### config.mk
export PLATFORM = sky130hd
export DESIGN_NAME = mem_arbiter
export DESIGN_NICKNAME = d
export VERILOG_FILES = /design/src/rtl/mem_arbiter.sv
export SDC_FILE = /design/constraint.sdc
export NUM_CORES = 1
export LEC_CHECK = 0
export ABC_CLOCK_PERIOD_IN_PS = 3400
export BUFFER_PORTS_ARGS = -buffer_cell sky130_fd_sc_hd__buf_4
export CAP_MARGIN = 20
export CORE_MARGIN = 5
export CORE_UTILIZATION = 57
export DETAILED_ROUTE_END_ITERATION = 16
export PLACE_DENSITY = 0.8
export SLEW_MARGIN = 20
export SYNTH_ARGS = -nofsm -noshare
export SYNTH_HDL_FRONTEND = slang
export SYNTH_SLANG_ARGS = --single-unit
### constraint.sdc
create_clock -name clk -period 3.4 [get_ports clk]
set_input_delay 0 -clock clk [delete_from_list [all_inputs] [get_ports clk]]
set_output_delay 0 -clock clk [all_outputs]
set_load 0.1 [all_outputs]
### src/rtl/mem_arbiter.sv
// mem_arbiter: shares one byte-wide RAM port between the instruction cache
// (IC) and the data cache (DC). Each transaction is broken into byte accesses.
// Read bytes are assembled into a little-endian 32-bit word. Completion is
// signalled with a one-cycle done pulse. DC has fixed priority over IC, and a
// granted transaction runs to completion.
//
// Optional feature macro: IO_STALL_EN. When it is defined, a write byte aimed
// at the IO region waits while io_buffer_full is high. When it is undefined,
// io_buffer_full is ignored.
//
// Ports:
//   clk, rst            clock, synchronous active-high reset
//   en                  global ready; low freezes all state
//   ic_req_en/add       IC 4-byte read request pulse and byte address
//   ic_done/ic_dat      IC completion pulse and assembled word
//   dc_req_en/rw/len/add/dat  DC request pulse and payload
//   dc_done/dc_dat      DC completion pulse and read data (0 for writes)
//   mem_din             RAM read byte, valid the cycle after its address
//   mem_dout/mem_a/mem_wr  RAM write byte, byte address, write strobe
//   io_buffer_full      IO output buffer full
module mem_arbiter #(
  parameter int unsigned ADDR_W = 32,
  parameter int unsigned IO_BIT = 17
) (
  input  logic              clk,
  input  logic              rst,
  input  logic              en,
  input  logic              ic_req_en,
  input  logic [ADDR_W-1:0] ic_req_add,
  output logic              ic_done,
  output logic [31:0]       ic_dat,
  input  logic              dc_req_en,
  input  logic              dc_req_rw,
  input  logic [2:0]        dc_req_len,
  input  logic [ADDR_W-1:0] dc_req_add,
  input  logic [31:0]       dc_req_dat,
  output logic              dc_done,
  output logic [31:0]       dc_dat,
  input  logic [7:0]        mem_din,
  output logic [7:0]        mem_dout,
  output logic [ADDR_W-1:0] mem_a,
  output logic              mem_wr,
  input  logic              io_buffer_full
);

  localparam int unsigned CNT_W  = 3;
  localparam int unsigned WORD_W = 32;

  typedef enum logic [2:0] {IDLE, DC_RD, DC_WR, IC_RD, STALL} state_t;

  state_t              state;
  logic [ADDR_W-1:0]   base;
  logic [CNT_W-1:0]    len;
  logic [CNT_W-1:0]    cnt;
  logic [WORD_W-1:0]   wdat;
  logic [WORD_W-1:0]   asm_q;
  logic                mem_wr_q;

  logic                dc_pend;
  logic                dc_p_rw;
  logic [CNT_W-1:0]    dc_p_len;
  logic [ADDR_W-1:0]   dc_p_add;
  logic [WORD_W-1:0]   dc_p_dat;
  logic                ic_pend;
  logic [ADDR_W-1:0]   ic_p_add;

  // Length 0 behaves as 1; anything above 4 behaves as 4.
  function automatic logic [CNT_W-1:0] norm_len(input logic [2:0] l);
    if (l == 3'd0)      return 3'd1;
    else if (l > 3'd4)  return 3'd4;
    else                return l;
  endfunction

  function automatic logic is_io(input logic [ADDR_W-1:0] a);
    return a[IO_BIT -: 2] == 2'b11;
  endfunction

  function automatic logic [7:0] byte_of(input logic [WORD_W-1:0] w,
                                         input logic [CNT_W-1:0]  k);
    return w[{k[1:0], 3'b000} +: 8];
  endfunction

  logic                dc_busy, ic_busy;
  logic                dc_take, ic_take;
  logic                dc_avail, ic_avail;
  logic                dc_rw_eff;
  logic [CNT_W-1:0]    dc_len_eff;
  logic [ADDR_W-1:0]   dc_add_eff, ic_add_eff;
  logic [WORD_W-1:0]   dc_dat_eff;
  logic                rd_fin, wr_fin, free;
  logic                grant_dc, grant_ic;
  logic [CNT_W-1:0]    cnt_p1, cnt_m1;
  logic [ADDR_W-1:0]   add_cur, add_nxt;
  logic                io_first, io_nxt;
  logic                stall_first, stall_nxt, stall_hold;
  logic [WORD_W-1:0]   asm_nx;
  state_t              st_state;
  logic [ADDR_W-1:0]   st_a;
  logic [7:0]          st_dout;
  logic                st_wr;

  // A requester that is pending or in service ignores further pulses.
  assign dc_busy  = (state == DC_RD) || (state == DC_WR) || (state == STALL);
  assign ic_busy  = (state == IC_RD);
  assign dc_take  = dc_req_en && !dc_pend && !dc_busy;
  assign ic_take  = ic_req_en && !ic_pend && !ic_busy;
  assign dc_avail = dc_pend || dc_take;
  assign ic_avail = ic_pend || ic_take;

  // A fresh pulse can be granted on the same edge it is sampled.
  assign dc_rw_eff  = dc_pend ? dc_p_rw  : dc_req_rw;
  assign dc_len_eff = dc_pend ? dc_p_len : norm_len(dc_req_len);
  assign dc_add_eff = dc_pend ? dc_p_add : dc_req_add;
  assign dc_dat_eff = dc_pend ? dc_p_dat : dc_req_dat;
  assign ic_add_eff = ic_pend ? ic_p_add : ic_req_add;

  assign cnt_p1  = cnt + 3'd1;
  assign cnt_m1  = cnt - 3'd1;
  assign add_cur = base + ADDR_W'(cnt);
  assign add_nxt = base + ADDR_W'(cnt_p1);

  // Read finishes on the capture of its last byte; write on its last issue.
  assign rd_fin   = ((state == DC_RD) || (state == IC_RD)) && (cnt == len);
  assign wr_fin   = (state == DC_WR) && (cnt_p1 == len);
  assign free     = (state == IDLE) || rd_fin || wr_fin;
  assign grant_dc = free && dc_avail;
  assign grant_ic = free && !dc_avail && ic_avail;

  assign io_first = is_io(dc_add_eff);
  assign io_nxt   = is_io(add_nxt);

`ifdef IO_STALL_EN
  assign stall_first = io_first && io_buffer_full;
  assign stall_nxt   = io_nxt && io_buffer_full;
  assign stall_hold  = io_buffer_full;
`else
  assign stall_first = 1'b0;
  assign stall_nxt   = 1'b0;
  assign stall_hold  = 1'b0;
  logic unused_io;
  assign unused_io = io_buffer_full ^ io_first ^ io_nxt;
`endif

  // Byte captured this cycle belongs to the address issued one cycle earlier.
  always_comb begin
    asm_nx = asm_q;
    if (cnt != '0) asm_nx[{cnt_m1[1:0], 3'b000} +: 8] = mem_din;
  end

  // Next state and first-cycle outputs when a new transaction is granted.
  always_comb begin
    st_state = IDLE;
    st_a     = '0;
    st_dout  = '0;
    st_wr    = 1'b0;
    if (grant_dc) begin
      if (dc_rw_eff) begin
        if (stall_first) begin
          st_state = STALL;
        end else begin
          st_state = DC_WR;
          st_a     = dc_add_eff;
          st_dout  = dc_dat_eff[7:0];
          st_wr    = 1'b1;
        end
      end else begin
        st_state = DC_RD;
        st_a     = dc_add_eff;
      end
    end else if (grant_ic) begin
      st_state = IC_RD;
      st_a     = ic_add_eff;
    end
  end

  // FSM, request latching and all registered outputs.
  always_ff @(posedge clk) begin
    if (rst) begin
      state    <= IDLE;
      base     <= '0;
      len      <= '0;
      cnt      <= '0;
      wdat     <= '0;
      asm_q    <= '0;
      mem_wr_q <= 1'b0;
      mem_a    <= '0;
      mem_dout <= '0;
      ic_done  <= 1'b0;
      ic_dat   <= '0;
      dc_done  <= 1'b0;
      dc_dat   <= '0;
      dc_pend  <= 1'b0;
      dc_p_rw  <= 1'b0;
      dc_p_len <= '0;
      dc_p_add <= '0;
      dc_p_dat <= '0;
      ic_pend  <= 1'b0;
      ic_p_add <= '0;
    end else if (en) begin
      ic_done <= 1'b0;
      dc_done <= 1'b0;

      dc_pend <= dc_avail && !grant_dc;
      ic_pend <= ic_avail && !grant_ic;
      if (dc_take) begin
        dc_p_rw  <= dc_req_rw;
        dc_p_len <= norm_len(dc_req_len);
        dc_p_add <= dc_req_add;
        dc_p_dat <= dc_req_dat;
      end
      if (ic_take) ic_p_add <= ic_req_add;

      case (state)
        IDLE: begin
          state    <= st_state;
          mem_a    <= st_a;
          mem_dout <= st_dout;
          mem_wr_q <= st_wr;
        end
        DC_RD, IC_RD: begin
          asm_q <= asm_nx;
          if (rd_fin) begin
            if (state == DC_RD) begin
              dc_done <= 1'b1;
              dc_dat  <= asm_nx;
            end else begin
              ic_done <= 1'b1;
              ic_dat  <= asm_nx;
            end
            state    <= st_state;
            mem_a    <= st_a;
            mem_dout <= st_dout;
            mem_wr_q <= st_wr;
          end else begin
            cnt      <= cnt_p1;
            mem_a    <= (cnt_p1 < len) ? add_nxt : '0;
            mem_dout <= '0;
            mem_wr_q <= 1'b0;
          end
        end
        DC_WR: begin
          if (wr_fin) begin
            dc_done  <= 1'b1;
            dc_dat   <= '0;
            state    <= st_state;
            mem_a    <= st_a;
            mem_dout <= st_dout;
            mem_wr_q <= st_wr;
          end else begin
            cnt <= cnt_p1;
            if (stall_nxt) begin
              state    <= STALL;
              mem_a    <= '0;
              mem_dout <= '0;
              mem_wr_q <= 1'b0;
            end else begin
              mem_a    <= add_nxt;
              mem_dout <= byte_of(wdat, cnt_p1);
              mem_wr_q <= 1'b1;
            end
          end
        end
        STALL: begin
          // Counter already points at the waiting byte.
          if (!stall_hold) begin
            state    <= DC_WR;
            mem_a    <= add_cur;
            mem_dout <= byte_of(wdat, cnt);
            mem_wr_q <= 1'b1;
          end else begin
            mem_a    <= '0;
            mem_dout <= '0;
            mem_wr_q <= 1'b0;
          end
        end
        default: begin
          state    <= IDLE;
          mem_a    <= '0;
          mem_dout <= '0;
          mem_wr_q <= 1'b0;
        end
      endcase

      if (grant_dc || grant_ic) begin
        base  <= grant_dc ? dc_add_eff : ic_add_eff;
        len   <= grant_dc ? dc_len_eff : 3'd4;
        wdat  <= dc_dat_eff;
        cnt   <= '0;
        asm_q <= '0;
      end
    end
  end

  assign mem_wr = mem_wr_q & en;

endmodule

==> metrics.cfg <==
[clock_tree]
cts_tree = yes
cts_hold_buf = 105
clkLatencyLatePin_ps = 500
htree_levels = 2
path_clk_slew_ps = 60
post_cts_buffers = 0
cts_buffer_depth = 3
post_cts_resized = 0
cts_buffers = 34
ctsRootBufferMaster = clkbuf_16
cts.sinks = 313

[timing]
rsz0062_at_grt = false
finalHoldViolCount = 0
relSlewSlack_pct = 28.9
tns_ps = 0
setup_violations = 0
clock_skew_ps = 16.8
max_freq_ghz = 0.320
finalMaxSlewViolations = 0
fin_crit_ps = 3120
period_share_pct = 91.9
worstMarginPinSlew_ps = 1070

[critical_path]
cp-start-kind = register
cpLargestDelayFamily = simple AND/OR/NAND/NOR gates
critPathArrivalTime_ps = 3530
worstPathMaxFanout = 40
worst-path-buf-inv = 1
crit_top_cell = ha_1
critPathKind = reg -> reg
cp-end-kind = register
max_stage_delay_ps = 500
crit_required_ps = 3810
crit_path_cell_trace = ha_1 -> xor2_1 -> ha_1 -> and4_1 -> nor2_2 -> a21oi_4 -> buf_12 -> or3_1 -> a31oi_1
crit_slowest_cell = dfxtp_1

[job]
max-cap-violations = 0

[grt]
grt_overflow = 0
grt_max_degree = 98
grt_util_all_layers_pct = 29.9
grt_pass1_wl_um = 72500
grt_pass1_vias = 14500
antenna_found_initial = 1

[die]
ios = 221
core_um2 = 25900
initial_utilization_pct = 57.4
die-area_um2 = 29400
die_y_um = 172
std_cell_rows = 59
die_w_um = 172

[final_layout]
drive_gt1_share_pct = 18.1
fill_cells = 1880
area_delta_synth_final_pct = 26.5
final_util_pct = 72.6
nets = 2137

[route]
routedWlPerCell_um = 19.3
drt_first_pass_iters = 7
drt-initial-drc-count = 1323
avgViaCountPerCell = 6.15
drc = 0
vias = 14500
routed_wl_um = 45700
antenna_left = 0

[yosys]
yosys.area.top_type = dfxtp_1
syn_area_per_cell_um2 = 8.47
synth.most_common_cell = nand2_1
synth-edff-count = 0
synth_nets = 1890
netlist_top_cells_area = dfxtp_1 42%, nand2_1 8.9%, a21oi_1 5.5%, mux2i_1 5.5%, a211oi_1 3.4%
yosys_register_bits = 313
ys_async_sr_fraction_pct = 0
synth_cells = 1758
ys_top_cells_by_count = 354 x nand2_1, 313 x dfxtp_1, 165 x a21oi_1
synth_warnings = 0
synthFlopType = dfxtp_1
synth_cell_type_count = 76
yosysSeqAreaShare_pct = 42.1
synth.top_cell.area_share_pct = 42.1
syn_area_um2 = 14900

[place]
place_congestion = 0.897
post-dp-hpwl_um = 28600
port_buffers = 219

[status]
status = complete, no violations

[power_and_ir_drop]
leakagePower_nw = 6.83
powerDensity_nw_per_um2 = 703
ir_worst_vdd_mv = 0.574

[min_path]
holdCritPathClass = in -> reg

[cells by family after synthesis]
group | Yosys count | synth area share, %
compound gates | 457 | 20.8
xor+xnor | 33 | 1.99
fa+ha+maj | 18 | 1.56
buf+inv | 163 | 4.72
flops | 313 | 42.1
mux | 113 | 8.47
simple gates | 661 | 20.3
[layer usage]
layer  up-vias  share of wire (%)  global-route usage (%)
met3       131                7.3                    4.99
li1       6815                  -                       -
met1      6927                 40                    37.7
met4         0                3.7                    12.3
met5         -                  0                       0
met2       651                 49                    51.1
[power by group]
part           leakage [nW]  total, mW  internal [mW]  switching [mW]
sequential             2.55       4.57           4.15           0.411
clock                 0.542       3.66           2.19            1.47
combinational          3.74       5.02           1.48            3.54
total                  6.83       13.2           7.82            5.42
[sequential cells by signal, indices dropped and copies added (netlist names), 2 cells and up]
name and count:
asm_q 32, base 32, cnt 3, dc_dat 32, dc_p_add 32, dc_p_dat 32, dc_p_len 3, ic_dat 32
ic_p_add 32, len 3, mem_a 32, mem_dout 8, state 2, wdat 32
[path summary, 6_finish.rpt]
check                           slack (ps)  depth (start not counted)        from         end
worst min register to register         450                          2  dc_dat[31]  dc_dat[31]
worst max-delay path                   280                          9      cnt[1]   asm_q[18]
worst min-delay path                    30                          3  mem_din[2]   ic_dat[2]
worst max register to register         280                          9      cnt[1]   asm_q[18]
[tightest hold or removal path: stages]
cell and delay, ps:
buf_4 100, a41oi_1 160, a211oi_1 220
[per-stage QoR]
stage | instances | hold slack, ps | area [um^2] | total power [mW] | worst slack [ps]
2_1_floorplan | 1758 | 136 | 14900 | 8.16 | 649
3_3_place_gp | 2199 | 256 | 16700 | 9.34 | 421
3_5_place_dp | 2199 | 266 | 16700 | 9.44 | 343
4_1_cts | 2362 | 7.73 | 18800 | 13.2 | 313
5_1_grt | 2363 | 54.2 | 18800 | 13.8 | 120
6_report | 2363 | 26.9 | 18800 | 13.2 | 275
[placed cells by master (no fill, tap or decap), drive strengths merged, types with 25 or more instances in the layout]
cell type / instances
a211oi: 70
a21oi: 167
a31oi: 36
a41oi: 25
buf: 256
clkbuf: 50
dfxtp: 313
dlygate4sd3: 105
mux2i: 82
nand2: 356
nand3: 57
nor2: 87
o211ai: 31
or3: 64
[cell type report]
type	instances	area, um^2	area share [%]
timing repair buffer	362	3040	16.1
tap	335	419	2.23
inverter	12	45.0	0.239
antenna	1	2.50	0.0133
sequential	313	6270	33.3
multi-input combinational	1282	7950	42.2
clock buffer	49	998	5.30
clock inverter	9	101	0.538
(Power assumes the default switching activity.)
